File: config.mk
export PLATFORM = sky130hd
export DESIGN_NAME = atm_txn_ctrl
export DESIGN_NICKNAME = d
export VERILOG_FILES = /design/src/rtl/atm_txn_ctrl.sv
export SDC_FILE = /design/constraint.sdc
export NUM_CORES = 1
export LEC_CHECK = 0
export BUFFER_PORTS_ARGS = -buffer_cell sky130_fd_sc_hd__buf_4
export CORE_MARGIN = 2
export CORE_UTILIZATION = 25
export CTS_BUF_LIST = sky130_fd_sc_hd__clkbuf_16
export CTS_CLUSTER_SIZE = 16
export DETAILED_ROUTE_END_ITERATION = 7
export HOLD_SLACK_MARGIN = 0.12
export PLACE_DENSITY_LB_ADDON = 0.2
export SETUP_SLACK_MARGIN = 0.2
export SKIP_CTS_REPAIR_TIMING = 1
export SYNTH_ARGS = -nofsm -noshare
export SYNTH_HDL_FRONTEND = slang
export SYNTH_SLANG_ARGS = --single-unit
File: constraint.sdc
create_clock -name clk -period 8.33 [get_ports clk]
set_input_delay 1.666 -clock clk [delete_from_list [all_inputs] [get_ports clk]]
set_output_delay 1.666 -clock clk [all_outputs]
set_load 0.03 [all_outputs]
File: src/rtl/atm_txn_ctrl.sv
// ---------------------------------------------------------------------------
// atm_txn_ctrl
// Transaction sequencer that drives the 16-entry account RegFile. It takes one
// ATM request (balance / deposit / withdraw), does a read-modify-write of the
// selected account, and returns the status and resulting balance. Only one
// transaction is in flight at a time.
//
// Ports
//   clk, rst                 single clock, synchronous active-high reset
//   req_valid/req_ready      request handshake (ready only while idle)
//   req_op/acct/amount       00 BALANCE, 01 DEPOSIT, 10 WITHDRAW, 11 reserved
//   resp_valid/resp_ready    response handshake (valid held until accepted)
//   resp_status/balance      00 OK, 01 INSUFFICIENT, 10 OVERFLOW, 11 BAD_OP
//   rf_we/sel/wdata          RegFile write enable, account select, write data
//   rf_rdata                 RegFile read data (registered, 1-cycle latency)
//   txn_count                completed responses, wraps at 2^CNT_W
// ---------------------------------------------------------------------------
module atm_txn_ctrl #(
    parameter int DATA_W = 32,
    parameter int ADDR_W = 4,
    parameter int CNT_W  = 16
) (
    input  logic              clk,
    input  logic              rst,
    input  logic              req_valid,
    output logic              req_ready,
    input  logic [1:0]        req_op,
    input  logic [ADDR_W-1:0] req_acct,
    input  logic [DATA_W-1:0] req_amount,
    output logic              resp_valid,
    input  logic              resp_ready,
    output logic [1:0]        resp_status,
    output logic [DATA_W-1:0] resp_balance,
    output logic              rf_we,
    output logic [ADDR_W-1:0] rf_sel,
    output logic [DATA_W-1:0] rf_wdata,
    input  logic [DATA_W-1:0] rf_rdata,
    output logic [CNT_W-1:0]  txn_count
);

    localparam logic [2:0] S_IDLE = 3'd0;
    localparam logic [2:0] S_RD   = 3'd1;
    localparam logic [2:0] S_CAP  = 3'd2;
    localparam logic [2:0] S_WR   = 3'd3;
    localparam logic [2:0] S_DONE = 3'd4;

    localparam logic [1:0] OP_BAL = 2'b00;
    localparam logic [1:0] OP_DEP = 2'b01;
    localparam logic [1:0] OP_WDR = 2'b10;

    localparam logic [1:0] ST_OK    = 2'b00;
    localparam logic [1:0] ST_INSUF = 2'b01;
    localparam logic [1:0] ST_OVF   = 2'b10;
    localparam logic [1:0] ST_BADOP = 2'b11;

    logic [2:0]        r_state;
    logic [1:0]        r_op;
    logic [DATA_W-1:0] r_amount;
    logic [ADDR_W-1:0] r_sel;
    logic              r_we;
    logic [DATA_W-1:0] r_wdata;
    logic              r_resp_valid;
    logic [1:0]        r_status;
    logic [DATA_W-1:0] r_balance;
    logic [CNT_W-1:0]  r_count;

    logic [DATA_W:0]   w_sum;
    logic [DATA_W-1:0] w_diff;
    logic [1:0]        w_status;
    logic [DATA_W-1:0] w_result;
    logic              w_write;

    // Outcome of the transaction, evaluated in CAP when rf_rdata is valid.
    // The extra sum bit is the deposit carry used for overflow detection.
    always_comb begin
        w_sum    = {1'b0, rf_rdata} + {1'b0, r_amount};
        w_diff   = rf_rdata - r_amount;
        w_status = ST_OK;
        w_result = rf_rdata;
        w_write  = 1'b0;
        case (r_op)
            OP_BAL: begin
                w_status = ST_OK;
            end
            OP_DEP: begin
                if (w_sum[DATA_W]) begin
                    w_status = ST_OVF;
                end else begin
                    w_result = w_sum[DATA_W-1:0];
                    w_write  = 1'b1;
                end
            end
            OP_WDR: begin
                if (r_amount > rf_rdata) begin
                    w_status = ST_INSUF;
                end else begin
                    w_result = w_diff;
                    w_write  = 1'b1;
                end
            end
            default: begin
                w_status = ST_BADOP;
            end
        endcase
    end

    always_ff @(posedge clk) begin
        if (rst) begin
            r_state      <= S_IDLE;
            r_op         <= '0;
            r_amount     <= '0;
            r_sel        <= '0;
            r_we         <= 1'b0;
            r_wdata      <= '0;
            r_resp_valid <= 1'b0;
            r_status     <= '0;
            r_balance    <= '0;
            r_count      <= '0;
        end else begin
            case (r_state)
                S_IDLE: begin
                    if (req_valid) begin
                        r_op     <= req_op;
                        r_amount <= req_amount;
                        r_sel    <= req_acct;
                        r_state  <= S_RD;
                    end
                end
                S_RD: begin
                    r_state <= S_CAP;
                end
                S_CAP: begin
                    r_status  <= w_status;
                    r_balance <= w_result;
                    if (w_write) begin
                        r_we    <= 1'b1;
                        r_wdata <= w_result;
                        r_state <= S_WR;
                    end else begin
                        r_resp_valid <= 1'b1;
                        r_state      <= S_DONE;
                    end
                end
                S_WR: begin
                    r_we         <= 1'b0;
                    r_resp_valid <= 1'b1;
                    r_state      <= S_DONE;
                end
                S_DONE: begin
                    if (resp_ready) begin
                        r_resp_valid <= 1'b0;
                        r_count      <= r_count + CNT_W'(1);
                        r_state      <= S_IDLE;
                    end
                end
                default: begin
                    r_state <= S_IDLE;
                end
            endcase
        end
    end

    assign req_ready    = (r_state == S_IDLE);
    assign resp_valid   = r_resp_valid;
    assign resp_status  = r_status;
    assign resp_balance = r_balance;
    assign rf_we        = r_we;
    assign rf_sel       = r_sel;
    assign rf_wdata     = r_wdata;
    assign txn_count    = r_count;

endmodule

==> results_dict.tcl <==
set metrics [dict create \
    drtIter0Drc 682 \
    reg2reg_from "r_amount[28]" \
    async_flop_share_pct 0 \
    syn_area_per_cell_um2 7.591 \
    pre_cts_slack_ns 2.529 \
    drt_pass1_iterations 6 \
    syn-num-nets 1309 \
    die_h_um 192.1 \
    vias 9091 \
    dieArea_mm2 0.03689 \
    tns_ns 0 \
    path_cells "buf_4 -> ha_1 -> inv_1 -> a221oi_1 -> a311oi_1 -> nor4_4 -> nand4_1 -> buf_4 -> and2_1 -> nor2_4 -> buf_4 -> nor2_1 -> a311oi_1" \
    period_needed_ns 5.370 \
    crit_path_top_delay_cell "nor2_4" \
    hp-class "reg2reg" \
    core_area_mm2 0.03471 \
    setup_slack_ns 2.960 \
    required_ns 8.67 \
    grt_pass1_vias 8808 \
    setup_viol 0 \
    final_core_util_pct 31.59 \
    cts_buffer_depth 2 \
    synth_top_area_share_pct 28.30 \
    post-route-period-util_pct 64.47 \
    cts_buffers 17 \
    worst_slew_pin_slew_ns 1.129 \
    fin_cells 1748 \
    antenna_found_initial 3 \
    dp_hpwl_mm 27.09 \
    status "finished clean" \
    dp_cells 1716 \
    synth_top_cells_by_area "dfxtp_1 (28%), ha_1 (9.6%), a21oi_1 (7.9%)" \
    clk_latency_ns 0.44 \
    ys_seq_elements 125 \
    grt_usage_pct 19.22 \
    grt_max_degree 83 \
    synth_cell_type_count 79 \
    ios 163 \
    cts_sinks 125 \
    yosysWarningCount 0 \
    ant_nets 0 \
    cts-root-buf "clkbuf_16" \
    synth_top_cell_by_area "dfxtp_1" \
    whs_endpoint "rf_sel[1]" \
    fill_cells 3792 \
    yosysSeqAreaShare_pct 28.30 \
    netlist_instances 1165 \
    final_cell_mix "buf_4 (172), a21oi_1 (139), nand2_1 (127)" \
    register_area_mm2 0.002502 \
    drcViolationCount 0 \
    worst_hold_slack_ns 0.4542 \
    synth-edff-count 0 \
    multi_input_area_mm2 0.005713 \
    final_hold_viol_count 0 \
    crit_buf_inv 4 \
    grt_setup_unrepaired "no" \
    mostFrequentLayoutCell "buf_4" \
    vias_per_cell 5.201 \
    end_kind "flop" \
    gp_congestion 0.9046 \
    arrival_ns 5.71 \
    clk_pin_slew_ns 0.06 \
    nets 1424 \
    ir_drop_mv 0.1503 \
    drive_above_1_share_pct 17.88 \
    r2r_setup_slack_ns 3.91 \
    crit_family "simple AND/OR/NAND/NOR gates" \
    wirelength_mm 35.23 \
    p_leak_uw 0.004358 \
    cp_common_cell "buf_4" \
    die_w_um 192.1 \
    cts_tree "built" \
    r2r_cells 13 \
    row_count 68 \
    ys.flop_type "dfxtp_1" \
    critPathKind "in2reg" \
    grt.overflow.total 0 \
    critPathLaunchType "input port" \
    drv_cap 0 \
    power_density_mw_per_mm2 181.8 \
    cpPeakStageDelay_ns 0.68 \
    slew_violations 0 \
    hold_depth 2 \
    fmax_mhz 186.2 \
    portBuffers 162 \
    area_growth_pct 24.00 \
    crit_fanout 37 \
    wire_per_inst_um 20.15 \
    cts_max_level 4 \
    r2r-end "rf_wdata[19]" \
    min_from "rf_sel[1]" \
    finalClockSkew_ns 0.01378 \
    relSlewSlack_pct 24.57 \
    grt_pass1_wl_mm 53.55 \
    start_util_pct 25.48 \
    syn_area_mm2 0.008843 \
]
==> tightest hold or removal path, delay by kind of cell, from the launching register on <==
kind	cells	cell delay [ns]
flip-flops	1	0.31
AND/OR/NAND/NOR	1	0.05
AO/OA/AOI/OAI	1	0.05
==> cell families after synthesis <==
family          after synthesis  share of synthesized area (%)
fa+ha+maj                    70                          10.07
buf+inv                     147                          7.244
simple gates                372                          19.54
xor+xnor                     32                          3.169
mux                           7                         0.8206
compound gates              412                          30.86
flops                       125                          28.30
==> routing by layer <==
metal / up-vias / global-route usage (%) / part of all wire (%)
met5: - / 0 / 0.085
met4: 4 / 7.634 / 3.5
met3: 52 / 4.568 / 5.6
met2: 257 / 30.92 / 46
met1: 4323 / 24.70 / 45
li1: 4455 / - / -
==> per-stage QoR <==
| stage | area (µm²) | total power, µW |
|---|---|---|
| 2_1_floorplan | 8843 | 1010 |
| 3_3_place_gp | 10340 | 1195 |
| 3_5_place_dp | 10340 | 1192 |
| 4_1_cts | 10960 | 2009 |
| 5_1_grt | 10960 | 2092 |
| 6_report | 10970 | 1993 |
==> sequential cells by signal (all words and copies together) (netlist names) <==
register      count
txn_count        16
r_amount         32
r_state           3
rf_we             1
rf_wdata         32
resp_valid        1
resp_status       2
resp_balance     32
r_op              2
rf_sel            4
==> worst max path at each step <==
stage / startpoint / depth (start not counted) / to
floorplan: rf_rdata[0] / 13 / rf_wdata[11]
global placement: rf_rdata[27] / 13 / rf_wdata[30]
detailed placement: rf_rdata[28] / 13 / rf_wdata[15]
CTS: rf_rdata[28] / 13 / rf_wdata[15]
global route: rf_rdata[28] / 13 / rf_wdata[25]
finish: rf_rdata[28] / 13 / rf_wdata[19]
==> synth_stat cells, types with 6 or more instances <==
master and instances:
o21bai_1 14, o21ai_0 71, nor2b_1 17, or3_1 10
nand4_1 15, nor2_1 114, nand3_1 10, a21oi_1 139
a21o_1 9, buf_2 26, a311oi_1 8, buf_4 11
nand2_1 127, clkbuf_1 35, dfxtp_1 125, and3_1 6
inv_1 67, nand2b_1 15, a211oi_1 28, a221o_1 16
xor2_1 8, ha_1 68, o31ai_1 11, o211ai_1 11
nor4_1 10, a31oi_1 18, xnor2_1 24, a22oi_1 16
nor3_1 26, o221ai_1 12
==> final cells by class <==
cell class / instances / share of cell area, %
multi-input combinational: 893 / 52.10
clock inverter: 14 / 1.780
timing repair buffer: 172 / 11.78
antenna: 1 / 0.02282
inverter: 71 / 2.430
clock buffer: 17 / 3.880
sequential: 125 / 22.82
tap: 455 / 5.192
==> power breakdown <==
part	switching [µW]	internal [µW]	leakage [µW]	total, µW
sequential	19.0	622	0.00102	641
clock	310	500	0.000300	810
combinational	354	188	0.00304	541
total	683	1310	0.00436	1990
Note: power is estimated with default switching activity, not from simulation.
